<file path="config.mk">
export PLATFORM = sky130hd
export DESIGN_NAME = read
export DESIGN_NICKNAME = d
export VERILOG_FILES = /design/src/rtl/read_pkg.sv /design/src/rtl/read_mux2.sv /design/src/rtl/read.sv
export SDC_FILE = /design/constraint.sdc
export NUM_CORES = 1
export LEC_CHECK = 0
export BUFFER_PORTS_ARGS = -buffer_cell sky130_fd_sc_hd__buf_2
export CAP_MARGIN = 20
export CORE_AREA = 4 4 506 508
export DETAILED_ROUTE_END_ITERATION = 10
export DIE_AREA = 0 0 510 512
export PLACE_DENSITY = 0.3
export SLEW_MARGIN = 40
export SYNTH_ARGS = -nofsm -noshare
export SYNTH_HDL_FRONTEND = slang
export SYNTH_HIERARCHICAL = 1
export SYNTH_SLANG_ARGS = --single-unit
</file>
<file path="constraint.sdc">
create_clock -name vclk -period 2.1
set_input_delay 0.105 -clock vclk [all_inputs]
set_output_delay 0.105 -clock vclk [all_outputs]
set_load 0.005 [all_outputs]
</file>
<file path="src/rtl/read_pkg.sv">
// Shared defaults and types for the read-port mux tree.
package read_pkg;

    localparam int unsigned WIDTH  = 20;
    localparam int unsigned DEPTH  = 64;
    localparam int unsigned ADDR_W = 6;

    typedef logic [WIDTH-1:0]  word_t;
    typedef logic [ADDR_W-1:0] addr_t;

    // Heap-indexed tree node n (root = 1) sits on the level steered by R[aw - clog2(n+1)].
    function automatic int unsigned tree_level(input int unsigned n, input int unsigned aw);
        return aw - 32'($clog2(n + 1));
    endfunction

endpackage

</file>
<file path="src/rtl/read_mux2.sv">
// WIDTH-wide 2:1 mux, one node of the read select tree.
module read_mux2 #(
    parameter int unsigned WIDTH = 20
) (
    input  logic [WIDTH-1:0] d0,
    input  logic [WIDTH-1:0] d1,
    input  logic             s,
    output logic [WIDTH-1:0] y
);

    assign y = s ? d1 : d0;

endmodule

</file>
<file path="src/rtl/read.sv">
// Read port: DEPTH:1 word select built as a binary 2:1 mux tree, R[k] steering level k.
// Define READ_REG_EN to register the output (one cycle of latency, async clear on rst).
module read
    import read_pkg::*;
#(
    parameter int unsigned WIDTH  = read_pkg::WIDTH,
    parameter int unsigned DEPTH  = read_pkg::DEPTH,
    parameter int unsigned ADDR_W = read_pkg::ADDR_W
) (
    input  logic [DEPTH-1:0][WIDTH-1:0] a,
    input  logic [ADDR_W-1:0]           R,
    output logic [WIDTH-1:0]            out,
    input  logic                        clk,
    input  logic                        rst
);

    // Heap layout: node[n-1] holds tree node n; leaves n = DEPTH..2*DEPTH-1 carry a[].
    logic [WIDTH-1:0] node [2*DEPTH-1];

    for (genvar i = 0; i < DEPTH; i++) begin : g_leaf
        assign node[DEPTH+i-1] = a[i];
    end

    for (genvar n = 1; n < DEPTH; n++) begin : g_tree
        localparam int unsigned K = tree_level(n, ADDR_W);
        read_mux2 #(.WIDTH(WIDTH)) u_mux (
            .d0 (node[2*n-1]),
            .d1 (node[2*n]),
            .s  (R[K]),
            .y  (node[n-1])
        );
    end

`ifdef READ_REG_EN
    always_ff @(posedge clk or posedge rst) begin
        if (rst) begin
            out <= '0;
        end else begin
            out <= node[0];
        end
    end
`else
    // Clock and reset only matter when the output register is built.
    logic unused_clk_rst;
    assign unused_clk_rst = clk ^ rst;
    assign out            = node[0];
`endif

endmodule

</file>
==> metrics.txt, run 1 <==
Yosys cell types=2; relative slew slack=about three quarters; Int Pwr=5.01 mW; failing checks=negative setup slack; sequential power share=0%; CP endpoint kind=output port; total grt overflow=0; Tot GR Track Use=between 10% and 20%; Critical Path Fanout Max=7; core area=251000 um^2; Post-synth top cells=mux2_4, buf_6; Post-Syn Area=about 20000 um^2; CP max stage delay=360 ps; Cells after Synth=1386; RSZ-0062 raised after global routing=true; met1 track demand over resource=roughly an eighth; Die Ht=slightly above 500 um; CP Cell Sequence=buf_16 > buf_12 > buf_16 > buf_12 > mux2_4 > mux2_4 > mux2_4 > mux2_4 > mux2_4 > mux2_4 > buf_6; Non-Filler Instances=6153; fmax=about 340 MHz; Lkg Pwr=around 17 nW; Iter 0 DRT Violations=765; top cells by area, synth=mux2_4, buf_6; Hold Path Origin=R[5]; io pins=1308; vias in the first global route=between 15000 and 20000; met2 Usage GRT=a little under a fifth; clock network power share=0%; Row Count=about 180; critical setup path kind=input port to output port; Hold-fix buffers, CTS=0; largest net degree at the start of global routing=29; # setup viols final=20; drt drc=0; First-pass DRT Iterations=5; cell count after placement=between 6000 and 7000; max-cap check violation count=0; PD cells=around 260 nW/um^2; HPWL Detailed=140000 um; Sw Ratio=between 30% and 40%; Final Hold Viols=0; Yosys warnings=6; clock period minus final worst setup slack=2910 ps; status=finished, violations left; sequential area share after synthesis=0%; Tcrit/Tclk final=139%; vias per cell=2.85; initial antenna violation count=116; Combinational Power Share=100.0%; Avg WL per Cell=approximately 25 um; Slew Viols, Final=0; Worst Path Required=approximately 2000 ps; Die Wd=roughly 510 um; register area=0 um^2; nets=between 4000 and 5000; total power draw=8.35 mW; Yosys top cell area share=around 93%; type of the worst min-delay path=input port to output port; Peak VDD IR=0.0933 mV; WL final=154000 um; WHS Path Cells=4; P_sw=3.34 mW; grt met3 use=under 10%; CP arrival=roughly 2800 ps; syn nets=2674; final setup margin=-809 ps; most frequent CP cell=mux2_4; FF+latch count=0; die footprint=261000 um^2; Layout area overhead=59.8%; clock buffer count=0; via count=about 18000; ANT nets after route=0; worst-margin pin slew=388 ps; first-pass GRT wire length=roughly 190000 um; Worst setup SP type=input port; count leader, synth=mux2_4; Buffers on Ports=1306; Most Crowded Layer GR=met2; Starting Density=about 8%; Syn Area/Cell=~15 um^2; share of layout cells above drive strength 1=between 90% and 100%; post-synth top area cell=mux2_4; WHS Endpoint=out[7]; slowest cell on the critical path=mux2_4; Placer Congestion=between 0.8 and 0.9
## critical path: cells and delay by family
kind / cells / cell delay, ps
buffers and inverters: 5 / 760
multiplexers: 6 / 1850
## worst max-delay path by stage
stage | endpoint | slack [ps] | cells after the start | startpoint
4_1_cts | out[10] | -800 | 11 | R[0]
2_1_floorplan | out[0] | 150 | 7 | R[0]
6_report | out[10] | -810 | 11 | R[0]
3_5_place_dp | out[11] | -970 | 11 | R[0]
3_3_place_gp | out[11] | -970 | 11 | R[0]
5_1_grt | out[13] | -810 | 11 | R[0]
## per-stage QoR
step                setup slack [ps]  cell area [um^2]  setup TNS [ps]  util (%)  hold WS (ps)
floorplan                        149             20300               0         -           514
global placement                -968             31600          -16350      12.6           883
detailed placement              -968             31600          -16440      12.6           872
CTS                             -805             32100          -15170      12.8           865
global route                    -807             32500          -15510      12.9           874
finish                          -809             32500          -14550      12.9           838
## kinds of logic (layout without fill, tap and decap cells)
family / Yosys count / after routing / share of synthesized area [%]
buffers and inverters: 126 / 1521 / 6.98
multiplexers: 1260 / 1260 / 93.0
other: 0 / 24 / 0
## cell usage in the layout, fill, tap and decap left out, drive strengths merged
| cell | Yosys | final |
|---|---|---|
| bufbuf | 0 | 1 |
| diode | 0 | 24 |
| clkbuf | 0 | 5 |
| mux2 | 1260 | 1260 |
| buf | 126 | 1515 |
## per-layer routing
metal / vias up / wire length [um] / share of wire (%)
met2: 1015 / 73100 / 48
met5: - / 402 / 0.26
met4: 62 / 2870 / 1.9
met1: 8156 / 64200 / 42
met3: 196 / 13100 / 8.5
li1: 8134 / - / -
## repair_timing
item / CTS / global route
endpoints found under the setup margin: 20 / 20
setup buffers: 8 / 17
cloned: 4 / 4
gates resized for setup: 57 / 23
## power groups by stage
stage,Combinational (mW),Clock [mW],Sequential (mW)
4_1_cts,8.48,0,0
6_report,8.35,0.00000164,0
3_5_place_dp,8.27,0,0
2_1_floorplan,4.77,0,0
5_1_grt,8.85,0.00000111,0
3_3_place_gp,8.31,0,0
## area by class of cell
type                            instances  area [um^2]
Timing Repair Buffer                 1521         9330
Antenna cell                           24         60.1
Tap cell                             3348         4190
Fill cell                           28700       219000
Multi-Input combinational cell       1260        18900
(Power assumes the default switching activity.)
==> run 2, diff against run 1 <==
- REMOVE_ABC_BUFFERS: default -> 1
==> run 2 against run 1 <==
The flow still finishes with violations (negative setup slack). Die area is the same. Global-route usage shrank 1.5 points. Total power shrank 7.9%. Highest routed layer unchanged.
==> metrics.txt, run 2 (synthesis results as in run 1) <==
ANT nets after route=0; Iter 0 DRT Violations=~520; register area=0 um^2; Lkg Pwr=approximately 17 nW; commonest cells after routing, fill and taps aside=buf_2, mux2_4, buf_4; Final Hold Viols=0; failing checks=negative setup slack; Row Count=approximately 180; CP endpoint kind=output port; total power draw=roughly 7.7 mW; Peak VDD IR=between 0.07 and 0.08 mV; RSZ-0062 raised after global routing=true; PD cells=around 240 nW/um^2; Worst setup SP type=input port; type of the worst min-delay path=input port to output port; max-cap check violation count=0; Starting Density=roughly 8.1%; Avg WL per Cell=21.7 um; Tcrit/Tclk final=135%; clock period minus final worst setup slack=between 2000 and 3000 ps; first-pass GRT wire length=roughly 170000 um; status=finished, violations left; Final TNS setup=-13540 ps; die footprint=261000 um^2; via count=~17000; Die Wd=approximately 510 um; clock buffer count=0; vias per cell=between 2 and 3; Hold-fix buffers, CTS=0; Critical Path Fanout Max=16; # setup viols final=20; CP arrival=roughly 2700 ps; worst-margin pin slew=roughly 430 ps; HPWL Detailed=~120000 um; Cell Area, Placed=about 32000 um^2; Worst Path Required=about 2000 ps; Tot GR Track Use=9.38%; relative slew slack=around 71%; largest net degree at the start of global routing=31; most common cell after layout, fill and taps aside=buf_2; drt drc=0; io pins=1308; Buffers on Ports=1306; Placer Congestion=approximately 0.8; Die Ht=512 um; initial antenna violation count=80; vias in the first global route=19600; Hold Slack=just over 800 ps; Layout fillers=28700; nets=approximately 4000; final setup margin=-734 ps; fmax=353 MHz; Slew Viols, Final=0; share of layout cells above drive strength 1=100%; First-pass DRT Iterations=4; FF+latch count=0; WL final=around 130000 um; core area=between 200000 and 300000 um^2; design area=32200 um^2; critical setup path kind=input port to output port; total grt overflow=0; Layout area overhead=58.3%
run 2: path summary, 6_finish.rpt:
| kind | startpoint | end | slack [ps] | cells past startpoint |
|---|---|---|---|---|
| max | R[0] | out[10] | -730 | 11 |
| min | R[5] | out[3] | 810 | 3 |
run 2: cell type report:
class / instances / area [um^2] / share of cell area [%]
Multi-Input combinational cell: 1260 / 18900 / 58.8
Antenna cell: 18 / 45.0 / 0.140
Tap cell: 3348 / 4190 / 13.0
Timing Repair Buffer: 1506 / 9040 / 28.1
run 2: timing repair:
action | CTS | global route
buffers inserted | 8 | 2
gates cloned | 7 | 1
resized for setup | 50 | 6
setup endpoints to repair | 20 | 20
run 2: report_power, final:
part / internal (mW) / switching (mW)
clock: 0.00000114 / 0
sequential: 0 / 0
combinational: 4.91 / 2.78
total: 4.91 / 2.78
run 2: worst max-delay path, stage by stage:
cell and delay, ps:
buf_16 120, buf_16 190, buf_16 180, buf_12 190, mux2_4 320, mux2_4 260, mux2_4 260, mux2_4 290
mux2_4 290, mux2_4 290, buf_2 160
run 2: layer usage:
layer / up-vias / part of all wire (%) / global-route usage, %
met5: - / 0.16 / 0
met4: 32 / 1.6 / 0.989
met3: 152 / 7.3 / 1.97
met2: 904 / 53 / 18.4
met1: 7979 / 38 / 10.5
li1: 8090 / - / -
run 2: stage by stage:
stage / instances / setup WS, ps / utilization, %
after CTS: 6112 / -776 / 12.8
after global placement: 6097 / -807 / 12.6
after floorplan: 1260 / 319 / -
final: 6132 / -734 / 12.8
after global routing: 6122 / -784 / 12.8
after detailed placement: 6097 / -806 / 12.6
==> run 3, diff against run 2 <==
- GPL_ROUTABILITY_DRIVEN: default -> 0
- PLACE_DENSITY: 0.3 -> default
==> run 3 against run 2 <==
The flow still finishes with violations (negative setup slack). Setup slack improved by 47 ps. Total power rose by 2.8%. Global-route usage rose by 0.19 points. Final cell count rose by 0.73%. Design area rose by 1.5%. Combinational power rose by 2.7%. Critical path depth rose by 1. Wire length rose by 3.0%. Sequential share of layout area did not move. Non-clock buffer count rose by 13. Critical endpoint is now out[12].
==> metrics.txt, run 3 (synthesis results as in run 1) <==
status=finished, violations left; failing checks=negative setup slack; Hold Slack=878 ps; Hold-fix buffers, CTS=0; P_sw=roughly 2.9 mW; Iter 0 DRT Violations=630; Layout area overhead=60.7%; die footprint=261000 um^2; initial antenna violation count=134; drt drc=0; Worst setup SP type=input port; type of the worst min-delay path=input port to output port; total grt overflow=0; fmax=between 300 and 400 MHz; Row Count=184; clock period minus final worst setup slack=2790 ps; Worst Path Required=about 2000 ps; HPWL Detailed=approximately 120000 um; vias in the first global route=19900; CP endpoint kind=output port; nets=between 4000 and 5000; relative slew slack=68.0%; clock network power share=0%; most common cell after layout, fill and taps aside=buf_2; register area=0 um^2; First-pass DRT Iterations=4; Starting Density=8.10%; Sw Ratio=36.3%; design area=approximately 33000 um^2; WL final=roughly 140000 um; Die Ht=about 500 um; vias per cell=just under 3; Int Pwr=slightly above 5 mW; PD cells=242 nW/um^2; Combinational Power Share=between 90% and 100%; via count=between 15000 and 20000; # setup viols final=20; first-pass GRT wire length=170000 um; RSZ-0062 raised after global routing=true; Critical Path Fanout Max=5; worst-margin pin slew=around 480 ps; Tcrit/Tclk final=133%; commonest cells after routing, fill and taps aside=buf_2, mux2_4, buf_4; final setup margin=-687 ps; sequential power share=0%; clock buffer count=0; Avg WL per Cell=about 22 um; CP arrival=2680 ps; Peak VDD IR=about 0.11 mV; io pins=1308; share of layout cells above drive strength 1=100%; Die Wd=slightly above 500 um; Non-Filler Instances=6177; cell count after placement=between 6000 and 7000; Tot GR Track Use=under 10%; Final Hold Viols=0; max-cap check violation count=0; largest net degree at the start of global routing=30; ANT nets after route=0; critical setup path kind=input port to output port; Cell Area, Placed=approximately 31000 um^2; Lkg Pwr=approximately 17 nW; core area=251000 um^2; FF+latch count=0; Slew Viols, Final=0; Buffers on Ports=1306
==> run 3: cell type report <==
| cell class | instances | area [um^2] |
|---|---|---|
| Antenna cell | 50 | 125 |
| Fill cell | 28400 | 218000 |
| Timing Repair Buffer | 1519 | 9450 |
| Multi-Input combinational cell | 1260 | 18900 |
| Tap cell | 3348 | 4190 |
==> run 3: power groups by stage <==
stage	Sequential [mW]	Combinational [mW]	Clock, mW
after global routing	0	8.32	0.00000316
after detailed placement	0	7.59	0
after floorplan	0	4.04	0
after global placement	0	7.53	0
final	0	7.90	0.00000355
after CTS	0	8.02	0
==> run 3: worst max-delay path, cell delays in order <==
cell    delay (ps)
buf_16         140
buf_12         140
buf_8          120
buf_12         140
buf_6          120
mux2_4         360
mux2_4         280
mux2_4         270
mux2_4         310
mux2_4         270
mux2_4         270
buf_6          120
==> run 3: worst paths after layout <==
kind | from | end | cells after the start
max | R[0] | out[12] | 12
min | R[5] | out[9] | 4
==> run 3: through the flow <==
step           setup WS [ps]  TNS [ps]  utilization (%)  power, mW
5_1_grt                 -749    -13920             13.0       8.32
3_3_place_gp            -967    -15350             12.5       7.53
3_5_place_dp            -976    -15740             12.5       7.59
6_report                -687    -12740             13.0       7.90
4_1_cts                 -764    -14130             12.9       8.02
2_1_floorplan            319         0                -       4.04
==> run 3: routing by layer <==
layer | GRT usage (%) | vias up | routed length (um)
met4 | 3.96 | 60 | 5970
met3 | 2.55 | 295 | 10900
met1 | 10.1 | 8514 | 50300
li1 | - | 8146 | -
met5 | 0 | - | 386
met2 | 17.8 | 1085 | 69300
==> run 3: what timing repair did <==
item / CTS / global route
endpoints found under the hold margin: 0 / 0
pin swaps: 0 / 0
setup buffers: 23 / 7
endpoints found under the setup margin: 20 / 20
gates resized for setup: 109 / 34
gates cloned: 13 / 3
